--- src/rtl/zh_anf_degree.sv ---
// Serial ANF scanner: reports algebraic degree, monomial count, zero and affine flags.
// Optional macro ZH_WEIGHT_EN builds the monomial counter; otherwise weight reads 0.
module zh_anf_degree #(
   parameter  int N_VARS = 3,
   localparam int W      = 2**N_VARS,
   localparam int DW     = $clog2(N_VARS+1),
   localparam int WW     = $clog2(W+1),
   localparam int IW     = $clog2(W)
) (
   input  logic          clk,
   input  logic          reset,
   input  logic          in_valid,
   output logic          in_ready,
   input  logic [0:W-1]  anf,
   output logic          out_valid,
   input  logic          out_ack,
   output logic [DW-1:0] degree,
   output logic [WW-1:0] weight,
   output logic          is_zero,
   output logic          is_affine
);

   typedef enum logic [1:0] {IDLE, SCAN, DONE} state_t;

   state_t          state, state_nxt;
   logic [0:W-1]    anf_q;
   logic [IW-1:0]   idx;
   logic [DW-1:0]   deg_q, deg_nxt, pc;
   logic            any_q, any_nxt, bit_cur, last;
   logic            zero_q, affine_q;

   function automatic logic [DW-1:0] popcnt(input logic [IW-1:0] v);
      logic [DW-1:0] c;
      c = '0;
      for (int i = 0; i < IW; i++) c = c + DW'(v[i]);
      return c;
   endfunction

   assign bit_cur = anf_q[idx];
   assign pc      = popcnt(idx);
   assign deg_nxt = (bit_cur && (pc > deg_q)) ? pc : deg_q;
   assign any_nxt = any_q | bit_cur;
   assign last    = (idx == IW'(W-1));

   always_comb begin
      state_nxt = state;
      case (state)
         IDLE:    if (in_valid) state_nxt = SCAN;
         SCAN:    if (last)     state_nxt = DONE;
         DONE:    if (out_ack)  state_nxt = IDLE;
         default:               state_nxt = IDLE;
      endcase
   end

   always_ff @(posedge clk) begin
      if (reset) begin
         state    <= IDLE;
         anf_q    <= '0;
         idx      <= '0;
         deg_q    <= '0;
         any_q    <= 1'b0;
         zero_q   <= 1'b0;
         affine_q <= 1'b0;
      end else begin
         state <= state_nxt;
         case (state)
            IDLE: if (in_valid) begin
               anf_q    <= anf;
               idx      <= '0;
               deg_q    <= '0;
               any_q    <= 1'b0;
               zero_q   <= 1'b0;
               affine_q <= 1'b0;
            end
            SCAN: begin
               // idx wraps to 0 naturally on the W-1 -> DONE step
               idx   <= idx + IW'(1);
               deg_q <= deg_nxt;
               any_q <= any_nxt;
               if (last) begin
                  zero_q   <= ~any_nxt;
                  affine_q <= (deg_nxt <= DW'(1));
               end
            end
            default: ;
         endcase
      end
   end

`ifdef ZH_WEIGHT_EN
   logic [WW-1:0] weight_q;

   always_ff @(posedge clk) begin
      if (reset)                         weight_q <= '0;
      else if (state == IDLE && in_valid) weight_q <= '0;
      else if (state == SCAN && bit_cur)  weight_q <= weight_q + WW'(1);
   end

   assign weight = weight_q;
`else
   assign weight = '0;
`endif

   assign in_ready  = (state == IDLE) && !reset;
   assign out_valid = (state == DONE);
   assign degree    = deg_q;
   assign is_zero   = zero_q;
   assign is_affine = affine_q;

endmodule

--- config.mk ---
export PLATFORM = sky130hd
export DESIGN_NAME = zh_anf_degree
export DESIGN_NICKNAME = d
export VERILOG_FILES = /design/src/rtl/zh_anf_degree.sv
export SDC_FILE = /design/constraint.sdc
export NUM_CORES = 1
export LEC_CHECK = 0
export ABC_CLOCK_PERIOD_IN_PS = 3400
export CAP_MARGIN = 10
export CORE_MARGIN = 3
export CORE_UTILIZATION = 50
export DETAILED_ROUTE_END_ITERATION = 10
export GPL_TIMING_DRIVEN = 0
export PLACE_DENSITY = 0.8
export SYNTH_ARGS = -nofsm -noshare
export SYNTH_HDL_FRONTEND = slang
export SYNTH_SLANG_ARGS = --single-unit
--- constraint.sdc ---
create_clock -name clk -period 3.4 [get_ports clk]
set_clock_uncertainty 0.15 [all_clocks]
set_input_delay 0.68 -clock clk [delete_from_list [all_inputs] [get_ports clk]]
set_output_delay 0.68 -clock clk [all_outputs]
set_load 0.05 [all_outputs]
==> results of run 1 <==
## logic make-up after synthesis
family	synth area share
buffers and inverters	0.0695
other	0.00408
DFF	0.392
and+or+nand+nor	0.200
adders and majority gates	0.0763
muxes	0.0967
AOI/OAI and AO/OA	0.161
## state kept, by name, indices dropped and copies added (netlist names)
| signal | cells |
|---|---|
| anf_q | 8 |
| any_q | 1 |
| degree | 2 |
| idx | 3 |
| is_affine | 1 |
| is_zero | 1 |
| state | 2 |
## metrics by stage
step	instance area, sq um	total power [mW]
final	1150	0.405
after global routing	1150	0.420
after CTS	1150	0.403
after detailed placement	1130	0.300
after global placement	1130	0.298
after floorplan	930	0.277
## worst max-delay path, stage by stage
cell                              delay, ns
sky130_fd_sc_hd__clkdlybuf4s50_1       0.45
sky130_fd_sc_hd__clkbuf_1              0.26
sky130_fd_sc_hd__nor3_1                0.19
sky130_fd_sc_hd__clkdlybuf4s50_1       0.83
## Yosys cell counts (all sizes together) (2+ instances only)
cell type / instances / area [sq um]
mux2: 2 / 26.3
nand2: 22 / 82.6
dfxtp: 18 / 360
mux4: 2 / 52.6
buf: 4 / 30.0
a22oi: 2 / 15.0
nor2: 3 / 11.3
clkbuf: 6 / 22.5
nand4: 2 / 12.5
ha: 4 / 50.1
nor2b: 5 / 31.3
inv: 3 / 11.3
a21oi: 14 / 70.1
nor3: 2 / 10.0
## path summary, 6_finish.rpt
path	from	depth (start not counted)	slack [ns]	end
worst max-delay path	reset	4	0.16	in_ready
worst min-delay path	anf_q[0]	2	0.31	anf_q[0]
worst min register to register	anf_q[0]	2	0.31	anf_q[0]
worst max register to register	idx[0]	6	1.04	is_affine
## metal layers
metal	vias to the layer above	share of wire	GRT usage
met3	0	0.055	0.0398
li1	408	-	-
met4	0	0	0.0332
met2	24	0.50	0.290
met5	-	0	0
met1	369	0.44	0.195
## report_power, final
part           leakage, nW  switching (mW)  internal [mW]  total [mW]
sequential           0.147         0.00482          0.219       0.223
clock               0.0138          0.0676         0.0412       0.109
combinational        0.292          0.0411         0.0314      0.0725
total                0.453           0.114          0.291       0.405
## final cells by class
class                           count  share of cell area
Buffer                             10              0.0456
Clock buffer                        3              0.0195
Inverter                            3             0.00977
Multi-Input combinational cell     77               0.439
Sequential cell                    18               0.313
Tap cell                           24              0.0261
Timing Repair Buffer               17               0.148
==> flow_summary.ini, run 1 <==
[place]
pre_cts_worst_setup_slack_ns = 0.164
place.detailed.instances = 149
portBuffers = 17
routabilityCongestion = 0.739
hpwlAfterDp_mm = 1.41

[power_and_ir_drop]
power.ir.vdd_worst_mv = 0.269
p_leak_nw = 0.453
power_density_mw_per_mm2 = 351

[finish]
antenna_cells_inserted = 0
fillers = 137
mostFrequentLayoutCells = 22 x sky130_fd_sc_hd__nand2_1, 18 x sky130_fd_sc_hd__dfxtp_1, 17 x sky130_fd_sc_hd__clkdlybuf4s50_1
area_growth_pct = 25.5
utilization = 0.715
drive_above_1_share = 0.0859
net_count_final = 147
sequential_cell_area_sq_um = 360
multiInputGateArea_sq_um = 505
layoutNonFillerInstCount = 152
layout_commonest_cell = sky130_fd_sc_hd__nand2_1

[clock_network]
clkSlewWorstSetupHoldPaths_ns = 0.10
cts_resized = 0
holdBufCountCts = 0
cts_made_buffers = 3
cts_buffer_depth = 2
cts_max_level = 1
cts.sink_count = 18
cts_tree = built
clock-root-buffer = sky130_fd_sc_hd__clkbuf_4
clock_insertion_delay_worst_skew_ns = 0.29
post_cts.repair.setup_buffers = 0

[routing]
drt_iter0_markers = 8
ant_nets = 0
drcViolationCount = 0
routedWlPerCell_um = 12.2
firstDrtPassIters = 4
finalWirelength_mm = 1.85
viasPerCell = 5.27
vias = 801

[critical_path]
critPathRequiredTime_ns = 2.57
timing_worst_setup_path_type = in2out
setup.worst_path.start_class = input port
arrival_ns = 2.41
critPathCaptureType = output port
critPathMaxFanout = 10

[synth]
per_instance_average_area_after_synthesis_sq_um = 8.75
synth-seq-cells = 18
number_of_flops_mapped_to_enable_cells_by_yosys = 0
synth_flop_cell = sky130_fd_sc_hd__dfxtp_1
async_set_reset_flop_share_out_of_synthesis = 0
synth.lib_cells_used.distinct = 31
ys_warn_count = 0
yosysSeqAreaShare = 0.392
syn-instance-count = 105
netlist_area_sq_um = 918

[timing]
setup_repair_after_global_routing_missed_its_margin = no
fin_hold_ws_ns = 0.308
time_the_final_worst_path_needs_with_i_o_delays_and_setup_ns = 3.24
finalHoldViolCount = 0
max_freq_mhz = 309
setup_violations_final = 0
slew_violations = 0
fin_setup_tns_ns = 0
timing.max_slew.rel_slack = 0.322
layout_setup_ws_ns = 0.160
period_share = 0.953
timing_worst_slew_pin_value_ns = 1.01

[die]
start_util = 0.570
boundaryPins = 22
floorplan.core_area_sq_mm = 0.00161
die_h_um = 48.9
floorplan.die.width_um = 48.9
total_die_area_sq_mm = 0.00239
core.rowCount = 14

[global_routing]
total_congestion_overflow = 0
number_of_global_route_vias_before_repair = 737
antenna_found_initial = 0
track_usage = 0.162
grt_start_max_net_pins = 11
grt_pass1_wl_mm = 3.08

[status]
outcome = finished clean

[hold_path]
worstHoldPathType = reg2reg

[job]
max-cap-violations = 0
No activity file was read; power rests on OpenSTA's default activity.
==> run 2: changes to the inputs <==
--- a/config.mk
+++ b/config.mk
@@ -10,8 +10,9 @@
 export CORE_MARGIN = 3
 export CORE_UTILIZATION = 50
 export DETAILED_ROUTE_END_ITERATION = 10
-export GPL_TIMING_DRIVEN = 0
+export GPL_TIMING_DRIVEN = 1
 export PLACE_DENSITY = 0.8
 export SYNTH_ARGS = -nofsm -noshare
 export SYNTH_HDL_FRONTEND = slang
 export SYNTH_SLANG_ARGS = --single-unit
+export TNS_END_PERCENT = 5
==> flow_summary.ini, run 2 (synthesized netlist as in run 1, its figures left out) <==
[critical_path]
crit_end = out_valid
worstPathCellList = nor2b_1, clkdlybuf4s50_1
critPathCaptureType = output port
timing.critical_path.depth = 2
critical_path.top_delay_family = buffers and inverters
reg2reg_slack_ns = 1.08
critPathMaxFanout = 8
timing.critical_path.buf_inv = 1
critical_path.reg2reg.endpoint = is_affine
ff2ff_path_depth = 6
timing_worst_setup_path_type = reg2out
worst_path_largest_cell_delay_ns = 0.82
timing.rr.start = idx[0]
crit_path_start = state[1]
arrival_ns = 1.78
crit_path_top_delay_cell = sky130_fd_sc_hd__clkdlybuf4s50_1
critPathRequiredTime_ns = 2.57
setup.worst_path.start_class = flip-flop

[place]
routabilityCongestion = 0.736
pre_cts_worst_setup_slack_ns = 0.952
hpwlAfterDp_mm = 1.24
portBuffers = 17

[clock_network]
cts.sink_count = 18
cts_resized = 0
clkSlewWorstSetupHoldPaths_ns = 0.10
cts_buffer_depth = 2
clock-root-buffer = sky130_fd_sc_hd__clkbuf_4
cts_made_buffers = 3
cts_max_level = 1
holdBufCountCts = 0
cts_tree = built
clock_insertion_delay_worst_skew_ns = 0.30
post_cts.repair.setup_buffers = 0

[global_routing]
track_usage = 0.159
groute.layer.met3.usage = 0.0367
grt_start_max_net_pins = 21
number_of_global_route_vias_before_repair = 678
gr-usage-met1 = 0.179
top_usage_layer = met2
grt.met2_usage = 0.276
total_congestion_overflow = 0
antenna_found_initial = 0
grt_pass1_wl_mm = 2.93

[timing]
layout_setup_ws_ns = 0.791
timing.max_slew.rel_slack = 0.555
time_the_final_worst_path_needs_with_i_o_delays_and_setup_ns = 2.61
timing_worst_slew_pin_value_ns = 0.666
max_freq_mhz = 383
slew_violations = 0
setup_violations_final = 0
fin_hold_ws_ns = 0.306
fin_setup_tns_ns = 0
setup_repair_after_global_routing_missed_its_margin = no
period_share = 0.767
finalHoldViolCount = 0

[power_and_ir_drop]
pwr-share-clk = 0.311
p_leak_nw = 0.446
pwr-share-seq = 0.528
total_switching_power_uw = 112
swShare = 0.263
comb_power_share = 0.161
intPower_uw = 314
power.ir.vdd_worst_mv = 0.318
power_density_mw_per_mm2 = 374

[routing]
viasPerCell = 5.21
routedWlPerCell_um = 11.6
drcViolationCount = 0
vias = 756
finalWirelength_mm = 1.69
firstDrtPassIters = 4
ant_nets = 0
drt_iter0_markers = 8

[finish]
fillers = 134
antenna_cells_inserted = 0
area_growth_pct = 24.0
drive_above_1_share = 0.0909
layout_commonest_cell = sky130_fd_sc_hd__nand2_1
largest_registers = anf_q (8), idx (3)
net_count_final = 139
sequential_cell_area_sq_um = 360
max_reg_flops = 8
mostFrequentLayoutCells = 22 x sky130_fd_sc_hd__nand2_1, 18 x sky130_fd_sc_hd__dfxtp_1, 16 x sky130_fd_sc_hd__clkdlybuf4s50_1
multiInputGateArea_sq_um = 505
most_flop_heavy_register = anf_q

[die]
floorplan.die.width_um = 48.9
core.rowCount = 14
floorplan.core_area_sq_mm = 0.00161
boundaryPins = 22
start_util = 0.570
die_h_um = 48.9
total_die_area_sq_mm = 0.00239

[hold_path]
min_delay_path_depth = 2
worstHoldPathType = reg2reg

[job]
max-cap-violations = 0

[status]
outcome = finished clean
run 2: cell count changes in the layout (fill, tap and decap cells not counted), sizes merged:
cell and change:
buf -1, clkbuf -5, clkdlybuf4s50 -1
run 2: per-stage QoR:
step                total power [mW]  instances  instance area (sq um)   util
floorplan                      0.277        108                    930      -
global placement               0.297        141                   1100  0.684
detailed placement             0.299        141                   1100  0.684
CTS                            0.431        145                   1140  0.707
global route                   0.450        145                   1140  0.707
finish                         0.426        145                   1140  0.707
run 2: worst reg2reg max path, delay by kind of cell (launching register included):
kind	cells	cell delay, ns
adder cells (fa/ha/maj)	2	0.82
flip-flops	1	0.39
AO/OA/AOI/OAI	3	0.73
AND/OR/NAND/NOR	1	0.13
run 2: power groups by stage:
stage          combinational (mW)  clock (mW)  sequential [mW]
6_report                   0.0688       0.132            0.225
2_1_floorplan              0.0493           0            0.227
5_1_grt                    0.0761       0.147            0.226
3_5_place_dp               0.0688           0            0.230
4_1_cts                    0.0694       0.137            0.225
3_3_place_gp               0.0679           0            0.229
run 2: layout make-up:
type                            instances  area share
Tap cell                               24      0.0264
Clock buffer                            4      0.0319
Timing Repair Buffer                   19       0.171
Sequential cell                        18       0.316
Multi-Input combinational cell         77       0.444
Inverter                                3     0.00989
run 2: layer usage:
metal	up-vias	wire, um	part of all wire
li1	387	-	-
met1	341	766	0.45
met2	24	804	0.48
met3	4	90	0.053
met4	0	26	0.015
met5	-	0	0
run 2: worst min-delay path by stage:
| stage | start | end | slack (ns) |
|---|---|---|---|
| 4_1_cts | anf_q[6] | anf_q[6] | 0.31 |
| 5_1_grt | anf_q[2] | anf_q[2] | 0.34 |
| 2_1_floorplan | anf_q[4] | anf_q[4] | 0.28 |
| 3_5_place_dp | anf_q[6] | anf_q[6] | 0.30 |
| 3_3_place_gp | anf_q[6] | anf_q[6] | 0.29 |
| 6_report | anf_q[6] | anf_q[6] | 0.31 |
==> run 3: changes to the inputs <==
--- a/config.mk
+++ b/config.mk
@@ -5,13 +5,14 @@
 export SDC_FILE = /design/constraint.sdc
 export NUM_CORES = 1
 export LEC_CHECK = 0
-export ABC_CLOCK_PERIOD_IN_PS = 3400
+export ABC_CLOCK_PERIOD_IN_PS = 2200
 export CAP_MARGIN = 10
+export CORE_ASPECT_RATIO = 0.7
 export CORE_MARGIN = 3
-export CORE_UTILIZATION = 50
+export CORE_UTILIZATION = 43
 export DETAILED_ROUTE_END_ITERATION = 10
 export GPL_TIMING_DRIVEN = 1
-export PLACE_DENSITY = 0.8
+export PLACE_DENSITY = 0.74
 export SYNTH_ARGS = -nofsm -noshare
 export SYNTH_HDL_FRONTEND = slang
 export SYNTH_SLANG_ARGS = --single-unit
==> constraint.sdc (replaced) <==
create_clock -name clk -period 2.2 [get_ports clk]
set_clock_uncertainty 0.15 [all_clocks]
set_input_delay 0.44 -clock clk [delete_from_list [all_inputs] [get_ports clk]]
set_output_delay 0.44 -clock clk [all_outputs]
set_load 0.05 [all_outputs]
==> flow_summary.ini, run 3 (synthesized netlist as in run 1, its figures left out) <==
[clock_network]
cts_made_buffers = 3
cts_buffer_depth = 2
cts_max_level = 1
post_cts.repair.setup_buffers = 0
clock-root-buffer = sky130_fd_sc_hd__clkbuf_4
clock_insertion_delay_worst_skew_ns = 0.29
cts_tree = built
clkSlewWorstSetupHoldPaths_ns = 0.10
holdBufCountCts = 0
cts.sink_count = 18

[global_routing]
grt_pass1_wl_mm = 3.06
track_usage = 0.155
antenna_found_initial = 0
number_of_global_route_vias_before_repair = 708
total_congestion_overflow = 0
grt_start_max_net_pins = 21

[die]
total_die_area_sq_mm = 0.00274
floorplan.die.width_um = 61.2
floorplan.core_area_sq_mm = 0.00194
start_util = 0.474
boundaryPins = 22
core.rowCount = 13
die_h_um = 44.7

[finish]
area_growth_pct = 27.4
antenna_cells_inserted = 0
mostFrequentLayoutCells = 22 x sky130_fd_sc_hd__nand2_1, 16 x sky130_fd_sc_hd__dfxtp_1, 15 x sky130_fd_sc_hd__clkdlybuf4s50_1
layout_commonest_cell = sky130_fd_sc_hd__nand2_1
most_flop_heavy_register = anf_q
drive_above_1_share = 0.153
multiInputGateArea_sq_um = 517
net_count_final = 142
max_reg_flops = 8
sequential_cell_area_sq_um = 363
fillers = 169
largest_registers = anf_q (8), idx (3)

[power_and_ir_drop]
power.ir.vdd_worst_mv = 0.323
pwr-share-clk = 0.306
power_density_mw_per_mm2 = 570
p_leak_nw = 0.465
intPower_uw = 491
swShare = 0.264
total_switching_power_uw = 176
comb_power_share = 0.174
finalPower_uw = 667
pwr-share-seq = 0.520

[job]
max-cap-violations = 0

[timing]
time_the_final_worst_path_needs_with_i_o_delays_and_setup_ns = 2.12
layout_setup_ws_ns = 0.0829
period_share = 0.962
timing_worst_slew_pin_value_ns = 0.496
timing.max_slew.rel_slack = 0.668
max_freq_mhz = 472
setup_repair_after_global_routing_missed_its_margin = no
finalHoldViolCount = 0
slew_violations = 0
setup_violations_final = 0
fin_setup_tns_ns = 0

[place]
portBuffers = 17
hpwlAfterDp_mm = 1.38
routabilityCongestion = 0.788
pre_cts_worst_setup_slack_ns = -0.00275

[status]
outcome = finished clean

[routing]
drt_iter0_markers = 16
ant_nets = 0
firstDrtPassIters = 4
viasPerCell = 5.21
vias = 760
drcViolationCount = 0
finalWirelength_mm = 1.88
routedWlPerCell_um = 12.9

[critical_path]
critical_path.reg2reg.endpoint = is_affine
critPathCaptureType = flip-flop
timing.rr.start = idx[0]
reg2reg_slack_ns = 0.08
critPathMaxFanout = 6
arrival_ns = 2.20
setup.worst_path.start_class = flip-flop
ff2ff_path_depth = 6
critPathRequiredTime_ns = 2.29
timing_worst_setup_path_type = reg2reg

[hold_path]
worstHoldPathType = reg2reg
min-delay-start = anf_q[6]
min_to = anf_q[6]
min_delay_path_depth = 2
-- run 3: cell types whose count changed in the layout (fill, tap and decap cells not counted) --
| cell | change |
|---|---|
| sky130_fd_sc_hd__buf_4 | +4 |
| sky130_fd_sc_hd__dfxtp_1 | -2 |
| sky130_fd_sc_hd__nor3_2 | +1 |
| sky130_fd_sc_hd__dfxtp_2 | +2 |
| sky130_fd_sc_hd__nor3_1 | -1 |
| sky130_fd_sc_hd__clkdlybuf4s50_1 | -1 |
| sky130_fd_sc_hd__a2bb2oi_2 | +1 |
| sky130_fd_sc_hd__a2bb2oi_1 | -1 |
-- run 3: stage by stage --
| stage | hold slack (ns) | std cells | area (sq um) | util |
|---|---|---|---|---|
| after global placement | 0.291 | 142 | 1120 | 0.581 |
| after CTS | 0.309 | 146 | 1170 | 0.603 |
| final | 0.306 | 146 | 1170 | 0.604 |
| after global routing | 0.325 | 146 | 1170 | 0.604 |
| after floorplan | 0.282 | 108 | 935 | - |
| after detailed placement | 0.294 | 142 | 1120 | 0.581 |
-- run 3: worst max-delay path by stage --
stage                            to   start
final                     is_affine  idx[0]
after detailed placement  is_affine  idx[1]
after floorplan           degree[0]  idx[0]
after CTS                 is_affine  idx[1]
after global placement    is_affine  idx[1]
after global routing      is_affine  idx[0]
-- run 3: final cells by class --
| class | count | share of cell area |
|---|---|---|
| Multi-Input combinational cell | 77 | 0.442 |
| Sequential cell | 18 | 0.310 |
| Timing Repair Buffer | 22 | 0.184 |
| Clock buffer | 4 | 0.0310 |
| Tap cell | 22 | 0.0235 |
| Inverter | 3 | 0.00963 |
-- run 3: power groups by stage --
stage          Combinational (mW)  Sequential [mW]  Clock [mW]
2_1_floorplan              0.0769            0.351           0
3_3_place_gp                0.112            0.354           0
3_5_place_dp                0.114            0.354           0
4_1_cts                     0.116            0.347       0.216
5_1_grt                     0.126            0.349       0.226
6_report                    0.116            0.347       0.204
-- run 3: layer usage --
| metal | track usage | part of all wire | vias up |
|---|---|---|---|
| met4 | 0.0390 | 0.0064 | 0 |
| met3 | 0.0700 | 0.068 | 2 |
| met1 | 0.184 | 0.46 | 343 |
| li1 | - | - | 396 |
| met5 | 0 | 0 | - |
| met2 | 0.253 | 0.46 | 19 |
-- run 3: critical path, stage by stage (launching register included) --
cell and delay [ns]:
sky130_fd_sc_hd__dfxtp_1 0.34, sky130_fd_sc_hd__fa_1 0.47, sky130_fd_sc_hd__ha_1 0.32, sky130_fd_sc_hd__nor2b_1 0.15, sky130_fd_sc_hd__a2bb2oi_2 0.19, sky130_fd_sc_hd__a311o_1 0.33
sky130_fd_sc_hd__o21ai_1 0.11
-- run 3: timing repair --
action | CTS | global route
pin swaps | 0 | 1
setup endpoints to repair | 3 | 3
resized for setup | 1 | 2
